$ cat src/rtl/pipeline_interlock.sv
// Decode-stage hazard interlock for the MIPS pipeline.
// Covers the hazards the operand bypass cannot resolve: load-use against a load
// in ALU, dependencies on a load still outstanding in mem, and HI/LO access or
// new mult/div starts while the multiplier/divider is busy.
//
// state          | meaning
// ---------------+----------------------------------------------------------
// load_pending   | a load has left ALU and its data has not yet returned
// load_rd        | destination register of that outstanding load
// mdcnt == 0     | multiplier/divider idle, HI/LO results available
// mdcnt != 0     | multiplier/divider busy, counts down to the terminal count 0
module pipeline_interlock #(
  parameter int MULT_LATENCY = 4,
  parameter int DIV_LATENCY  = 32,
  parameter int CNT_WIDTH    = 6
) (
  input  logic       clk,
  input  logic       rst,
  input  logic       decode_valid,
  input  logic [4:0] decode_rs_index,
  input  logic [4:0] decode_rt_index,
  input  logic       decode_uses_rs,
  input  logic       decode_uses_rt,
  input  logic       decode_reads_hilo,
  input  logic       decode_muldiv_start,
  input  logic       decode_is_div,
  input  logic       alu_valid,
  input  logic       alu_is_load,
  input  logic [4:0] alu_rd_index,
  input  logic       mem_data_valid,
  output logic       stall,
  output logic       bubble,
  output logic       freeze,
  output logic       muldiv_start,
  output logic       muldiv_busy
);

  localparam logic [CNT_WIDTH-1:0] MULT_CNT = CNT_WIDTH'(MULT_LATENCY);
  localparam logic [CNT_WIDTH-1:0] DIV_CNT  = CNT_WIDTH'(DIV_LATENCY);
  localparam logic [CNT_WIDTH-1:0] CNT_ONE  = CNT_WIDTH'(1);

  logic                 load_pending;
  logic [4:0]           load_rd;
  logic [CNT_WIDTH-1:0] mdcnt;

  logic dep_alu;
  logic dep_mem;
  logic load_use;
  logic mem_dep;
  logic hilo_haz;

  // Source-operand match against the ALU-stage and outstanding-load destinations.
  // Register 0 is hardwired, so a zero index never creates a hazard.
  always_comb begin
    dep_alu = (alu_rd_index != 5'd0) &&
              ((decode_uses_rs && (decode_rs_index == alu_rd_index)) ||
               (decode_uses_rt && (decode_rt_index == alu_rd_index)));
    dep_mem = (load_rd != 5'd0) &&
              ((decode_uses_rs && (decode_rs_index == load_rd)) ||
               (decode_uses_rt && (decode_rt_index == load_rd)));
  end

  // Hazard terms and pipeline controls, all combinational from inputs and state.
  always_comb begin
    muldiv_busy  = (mdcnt != '0);
    load_use     = alu_valid && alu_is_load && dep_alu;
    // mem_dep stays high in the data-return cycle: the register file is only
    // readable with the new value one cycle later.
    mem_dep      = load_pending && dep_mem;
    hilo_haz     = muldiv_busy && (decode_reads_hilo || decode_muldiv_start);
    freeze       = load_pending && !mem_data_valid;
    stall        = decode_valid && (load_use || mem_dep || hilo_haz);
    bubble       = stall && !freeze;
    muldiv_start = decode_valid && decode_muldiv_start && !stall && !freeze;
  end

  // Track the single outstanding load; a new load leaving ALU replaces the old one.
  always_ff @(posedge clk) begin
    if (rst) begin
      load_pending <= 1'b0;
      load_rd      <= 5'd0;
    end else if (!freeze && alu_valid && alu_is_load) begin
      load_pending <= 1'b1;
      load_rd      <= alu_rd_index;
    end else if (mem_data_valid) begin
      load_pending <= 1'b0;
    end
  end

  // Mult/div busy timer; runs independently of stall and freeze.
  always_ff @(posedge clk) begin
    if (rst) begin
      mdcnt <= '0;
    end else if (muldiv_start) begin
      mdcnt <= decode_is_div ? DIV_CNT : MULT_CNT;
    end else if (mdcnt != '0) begin
      mdcnt <= mdcnt - CNT_ONE;
    end
  end

endmodule

$ cat config.mk
export PLATFORM = sky130hd
export DESIGN_NAME = pipeline_interlock
export DESIGN_NICKNAME = d
export VERILOG_FILES = /design/src/rtl/pipeline_interlock.sv
export SDC_FILE = /design/constraint.sdc
export NUM_CORES = 1
export LEC_CHECK = 0
export BUFFER_PORTS_ARGS = -buffer_cell sky130_fd_sc_hd__buf_2
export CORE_AREA = 3 3 57 59
export DETAILED_ROUTE_END_ITERATION = 10
export DIE_AREA = 0 0 60 62
export PLACE_DENSITY = 0.58
export RECOVER_POWER = 50
export SYNTH_ARGS = -nofsm -noshare
export SYNTH_HDL_FRONTEND = slang
export SYNTH_SLANG_ARGS = --single-unit
export TNS_END_PERCENT = 5
$ cat constraint.sdc
create_clock -name clk -period 5.3 [get_ports clk]
set_input_delay 1.06 -clock clk [delete_from_list [all_inputs] [get_ports clk]]
set_output_delay 1.06 -clock clk [all_outputs]
set_load 0.005 [all_outputs]
==> impl_metrics.json, run 1 <==
{
  "antenna_cells": 0,
  "seq_power_share": 0.353,
  "place_ws_ns": 1.96,
  "switching_share": 0.368,
  "hold_path_class": "reg2reg",
  "nets": 161,
  "viasPerCell": 4.98,
  "post_dp_cell_area_sq_um": 1020,
  "startpoint_type": "flop",
  "setup_tns_ns": 0,
  "crit_chain": "inv_1 > ha_1 > or3b_1 > nor3_1 > nor2_1 > o211a_1 > buf_2",
  "crit_family": "simple AND/OR/NAND/NOR gates",
  "cts.repair.resized": 0,
  "rsz0062_at_grt": "no",
  "start_util": 0.305,
  "final-seq-area_sq_um": 240,
  "cts_hold_buf": 0,
  "dr.pass1.iters": 4,
  "wl_um": 1970,
  "avgSynthCellArea_sq_um": 8.42,
  "grt_usage": 0.113,
  "setup_viol": 0,
  "whs_endpoint": "mdcnt[0]",
  "pwr-share-comb": 0.495,
  "drive_above_1_share": 0.288,
  "power_frac_clock": 0.152,
  "drtIter0Drc": 34,
  "wire_per_inst_um": 12.1,
  "cts.htree.levels": 1,
  "hp-start": "mdcnt[0]",
  "period_minus_slack_ns": 3.63,
  "critPathBufInv": 2,
  "grt_max_degree": 16,
  "instances_no_fill": 163,
  "r2r_cells": 7,
  "skew_ns": 0.000380,
  "p_switching_w": 0.000130,
  "grt_pass1_vias": 796,
  "cts_setup_buffers": 0,
  "vias": 812,
  "hold_depth": 2,
  "cts_max_path_buffers": 2,
  "cp_max_fo": 9,
  "arrival_ns": 2.57,
  "synth.distinct_cells": 28,
  "clock_sinks": 12,
  "layout_common_cells": "buf_2 (30), xnor2_1 (23), nor2_1 (14), dfxtp_1 (12)",
  "cts_root_buffer": "clkbuf_4",
  "top_level_ports": 31,
  "synth_area_sq_um": 842,
  "crit_path_end_kind": "output port",
  "rows": 19,
  "final_common_cell": "buf_2",
  "insertion_delay_ns": 0.26,
  "cts_tree": "yes",
  "drv_slew": 0,
  "synthCells": 100,
  "gp_congestion": 0.952,
  "final-hold-violation-count": 0,
  "fp.dieW_um": 60,
  "r2r_end": "mdcnt[5]",
  "syn2layout_area_growth_pct": 22.6,
  "maxCapViolations": 0,
  "yosysSeqAreaShare": 0.285,
  "multi_input_area_sq_um": 566,
  "ant_nets": 0,
  "fin_hold_ws_ns": 0.529,
  "post-place-cells": 160,
  "ys_ff_latch": 12,
  "tightest_slew_ns": 1.01,
  "p_leak_nw": 0.423,
  "synth_nets": 127,
  "p_per_area_nw_per_um2": 342,
  "reg2reg_from": "mdcnt[0]",
  "slowest_delay_ns": 0.79,
  "cts_buffers": 3,
  "postLayoutCellArea_sq_um": 1030,
  "finalCritPeriodShare": 0.685,
  "antenna_found_initial": 0,
  "ir_drop_uv": 202,
  "die_area_sq_um": 3720,
  "relSlewSlack": 0.318,
  "overflow": 0,
  "portBuffers": 30,
  "dp_hpwl_um": 1610,
  "cp.required_ns": 4.24,
  "worst-setup-path-type": "reg2out",
  "num-fill-cells": 290,
  "synth_warnings": 0,
  "crit_slowest_cell": "nor3_1",
  "power.internal_w": 0.000223,
  "finalWorstSetupSlack_ns": 1.67,
  "rrSetupSlack_ns": 2.67,
  "path_clk_slew_ns": 0.07,
  "grt_pass1_wl_um": 3190,
  "die_h_um": 62,
  "status": "complete, no violations",
  "drc": 0,
  "coreArea_sq_um": 2760,
  "fmaxAchievable_mhz": 275
}
==> worst max-delay path by stage <==
stage,startpoint,endpoint,slack [ns],cells after the start
after floorplan,decode_rt_index[2],bubble,2.35,5
after global placement,decode_rs_index[3],bubble,1.99,7
after detailed placement,decode_rt_index[4],bubble,1.96,7
after CTS,decode_rt_index[4],bubble,1.96,7
after global routing,mdcnt[0],bubble,1.45,7
final,mdcnt[0],bubble,1.67,7
==> sequential cells by signal, summed over array words and instances (netlist names) <==
register      flops
load_pending      1
mdcnt             6
load_rd           5
==> metal layers <==
| layer | share of wire | vias up | track usage |
|---|---|---|---|
| met3 | 0.12 | 2 | 0.0207 |
| met1 | 0.44 | 350 | 0.140 |
| met4 | 0.0041 | 0 | 0.0475 |
| met5 | 0 | - | 0 |
| li1 | - | 417 | - |
| met2 | 0.43 | 43 | 0.191 |
==> tightest hold or removal path, stage by stage (launching register included) <==
cell and delay, ns:
dfxtp_1 0.33, nand4_1 0.07, o21a_1 0.10
==> power by group through the flow <==
| stage | Clock [W] | Sequential, W | Combinational [W] |
|---|---|---|---|
| 3_3_place_gp | 0 | 0.000128 | 0.000183 |
| 6_report | 0.0000537 | 0.000124 | 0.000174 |
| 3_5_place_dp | 0 | 0.000128 | 0.000184 |
| 5_1_grt | 0.0000613 | 0.000126 | 0.000196 |
| 4_1_cts | 0.0000567 | 0.000126 | 0.000186 |
| 2_1_floorplan | 0 | 0.000125 | 0.000141 |
==> per-stage QoR <==
step            util  total power [W]
2_1_floorplan      -         0.000266
3_3_place_gp   0.371         0.000311
3_5_place_dp   0.371         0.000312
4_1_cts        0.379         0.000369
5_1_grt        0.374         0.000384
6_report       0.374         0.000353
==> cell usage after synthesis <==
| cell type | count | area [sq um] |
|---|---|---|
| a21oi_1 | 4 | 20.0 |
| a31o_2 | 1 | 8.76 |
| a32o_1 | 1 | 10.0 |
| buf_4 | 1 | 7.51 |
| dfxtp_1 | 12 | 240 |
| ha_1 | 1 | 12.5 |
| inv_1 | 3 | 11.3 |
| inv_2 | 1 | 3.75 |
| mux2i_1 | 5 | 50.1 |
| nand2_1 | 6 | 22.5 |
| nand3_1 | 2 | 10.0 |
| nand4_1 | 5 | 31.3 |
| nor2_1 | 14 | 52.6 |
| nor3_1 | 5 | 25.0 |
| nor3_4 | 1 | 16.3 |
| nor3b_1 | 1 | 7.51 |
| o211a_1 | 1 | 10.0 |
| o21a_1 | 2 | 15.0 |
| o21ai_0 | 1 | 5.00 |
| o22ai_1 | 2 | 12.5 |
| o31ai_1 | 1 | 7.51 |
| o32ai_1 | 1 | 8.76 |
| or2b_2 | 1 | 8.76 |
| or3_2 | 2 | 15.0 |
| or3b_4 | 1 | 11.3 |
| or4_1 | 1 | 7.51 |
| or4b_1 | 1 | 10.0 |
| xnor2_1 | 23 | 201 |
==> cell families after synthesis <==
logic type      share of synthesized area
flops                               0.285
fa+ha+maj                          0.0149
mux                                0.0594
simple gates                        0.259
compound gates                      0.116
xor+xnor                            0.239
buf+inv                            0.0267
==> final cells by class <==
type | count | share of cell area
Inverter | 4 | 0.0145
Clock buffer | 3 | 0.0218
Timing Repair Buffer | 30 | 0.145
Sequential cell | 12 | 0.233
Tap cell | 31 | 0.0376
Multi-Input combinational cell | 83 | 0.548
(Power assumes the default switching activity.)
==> run 2: changes to the inputs <==
Clock period 5.3 ns to 3.7 ns, I/O delays scaled along.
==> impl_metrics.json, run 2 (synthesis gave the netlist of run 1 again) <==
{
  "status": "complete, no violations",
  "relSlewSlack": 0.659,
  "num-fill-cells": 289,
  "crit_family": "simple AND/OR/NAND/NOR gates",
  "start_util": 0.305,
  "ir_drop_uv": 306,
  "rsz0062_at_grt": "no",
  "overflow": 0,
  "reg_top3": "mdcnt x6, load_rd x5, load_pending x1",
  "cts_setup_buffers": 0,
  "crit_chain": "inv_1 > ha_1 > or3b_1 > nor3_4 > nor2_1 > o211a_1 > buf_2",
  "clock_sinks": 12,
  "nets": 161,
  "path_clk_slew_ns": 0.07,
  "finalCritPeriodShare": 0.761,
  "maxCapViolations": 0,
  "fmaxAchievable_mhz": 355,
  "final-hold-violation-count": 0,
  "portBuffers": 30,
  "cts.repair.resized": 0,
  "gp_congestion": 0.952,
  "cts_tree": "yes",
  "cts_hold_buf": 0,
  "startpoint_type": "flop",
  "cp_max_fo": 9,
  "top_level_ports": 31,
  "largest_reg_flops": 6,
  "critPathBufInv": 2,
  "postLayoutCellArea_sq_um": 1040,
  "grt_pass1_wl_um": 3250,
  "vias": 814,
  "p_leak_nw": 0.425,
  "die_area_sq_um": 3720,
  "slowest_delay_ns": 0.43,
  "dr.pass1.iters": 4,
  "ant_nets": 0,
  "p_per_area_nw_per_um2": 493,
  "crit_slowest_cell": "or3b_1",
  "period_minus_slack_ns": 2.82,
  "final-seq-area_sq_um": 240,
  "crit_path_end_kind": "output port",
  "cts_max_path_buffers": 2,
  "arrival_ns": 2.08,
  "wl_um": 1970,
  "insertion_delay_ns": 0.26,
  "setup_tns_ns": 0,
  "die_h_um": 62,
  "skew_ns": 0.000679,
  "fp.dieW_um": 60,
  "cts_root_buffer": "clkbuf_4",
  "worst-setup-path-type": "reg2out",
  "rows": 19,
  "drv_slew": 0,
  "grt_usage": 0.115,
  "cts_buffers": 3,
  "grt_max_degree": 16,
  "cp.required_ns": 2.96,
  "viasPerCell": 4.99,
  "drive_above_1_share": 0.295,
  "tightest_slew_ns": 0.509,
  "grt_pass1_vias": 807,
  "hold_path_class": "reg2reg",
  "layout_common_cells": "buf_2 (30), xnor2_1 (23), nor2_1 (14), dfxtp_1 (12), nand2_1 (6)",
  "multi_input_area_sq_um": 577,
  "dp_hpwl_um": 1610,
  "antenna_cells": 0,
  "top_register": "mdcnt",
  "drtIter0Drc": 34,
  "drc": 0,
  "syn2layout_area_growth_pct": 23.9,
  "antenna_found_initial": 0,
  "coreArea_sq_um": 2760,
  "wire_per_inst_um": 12.1,
  "cts.htree.levels": 1,
  "final_common_cell": "buf_2",
  "post_dp_cell_area_sq_um": 1020,
  "setup_viol": 0
}
==> run 2: changes by cell type in the layout (fill, tap and decap cells not counted) <==
cell,before,now
nor3_4,0,1
nor3_1,6,5
==> run 2: stage by stage <==
stage           util  total power [W]  hold WS, ns  instances  setup WS (ns)
5_1_grt        0.378         0.000564        0.552        163          0.694
3_5_place_dp   0.371         0.000447        0.488        160          0.997
4_1_cts        0.379         0.000529        0.528        163          0.893
6_report       0.378         0.000514        0.530        163          0.885
3_3_place_gp   0.371         0.000446        0.492        160           1.03
2_1_floorplan      -         0.000381        0.474        100           1.39
==> run 2: path summary, 6_finish.rpt <==
path             from       end  slack (ns)  cells past startpoint
max          mdcnt[0]    bubble        0.88                      7
min          mdcnt[0]  mdcnt[0]        0.53                      2
max reg2reg  mdcnt[0]  mdcnt[5]        1.54                      7
min reg2reg  mdcnt[0]  mdcnt[0]        0.53                      2
==> run 2: power by group <==
group / internal, W / switching, W / leakage [nW] / total (W)
registers: 0.000157 / 0.0000232 / 0.0987 / 0.000180
clock network: 0.0000376 / 0.0000398 / 0.0138 / 0.0000774
logic: 0.000129 / 0.000128 / 0.312 / 0.000257
==> run 2: metal layers <==
metal	routed length [um]	GRT usage	vias up
li1	-	-	417
met1	903	0.146	359
met2	867	0.191	36
met3	190	0.0186	2
met4	8	0.0506	0
met5	0	0	-
==> run 2: area by class of cell <==
type,count,share of cell area
tap,31,0.0372
clock buffer,3,0.0216
multi-input combinational,83,0.553
sequential,12,0.230
timing repair buffer,30,0.144
inverter,4,0.0144
==> run 2: worst min-delay path: cells and delay by family (launching register included) <==
kind            cells  cell delay [ns]
compound gates      1             0.10
simple gates        1             0.07
flops               1             0.33
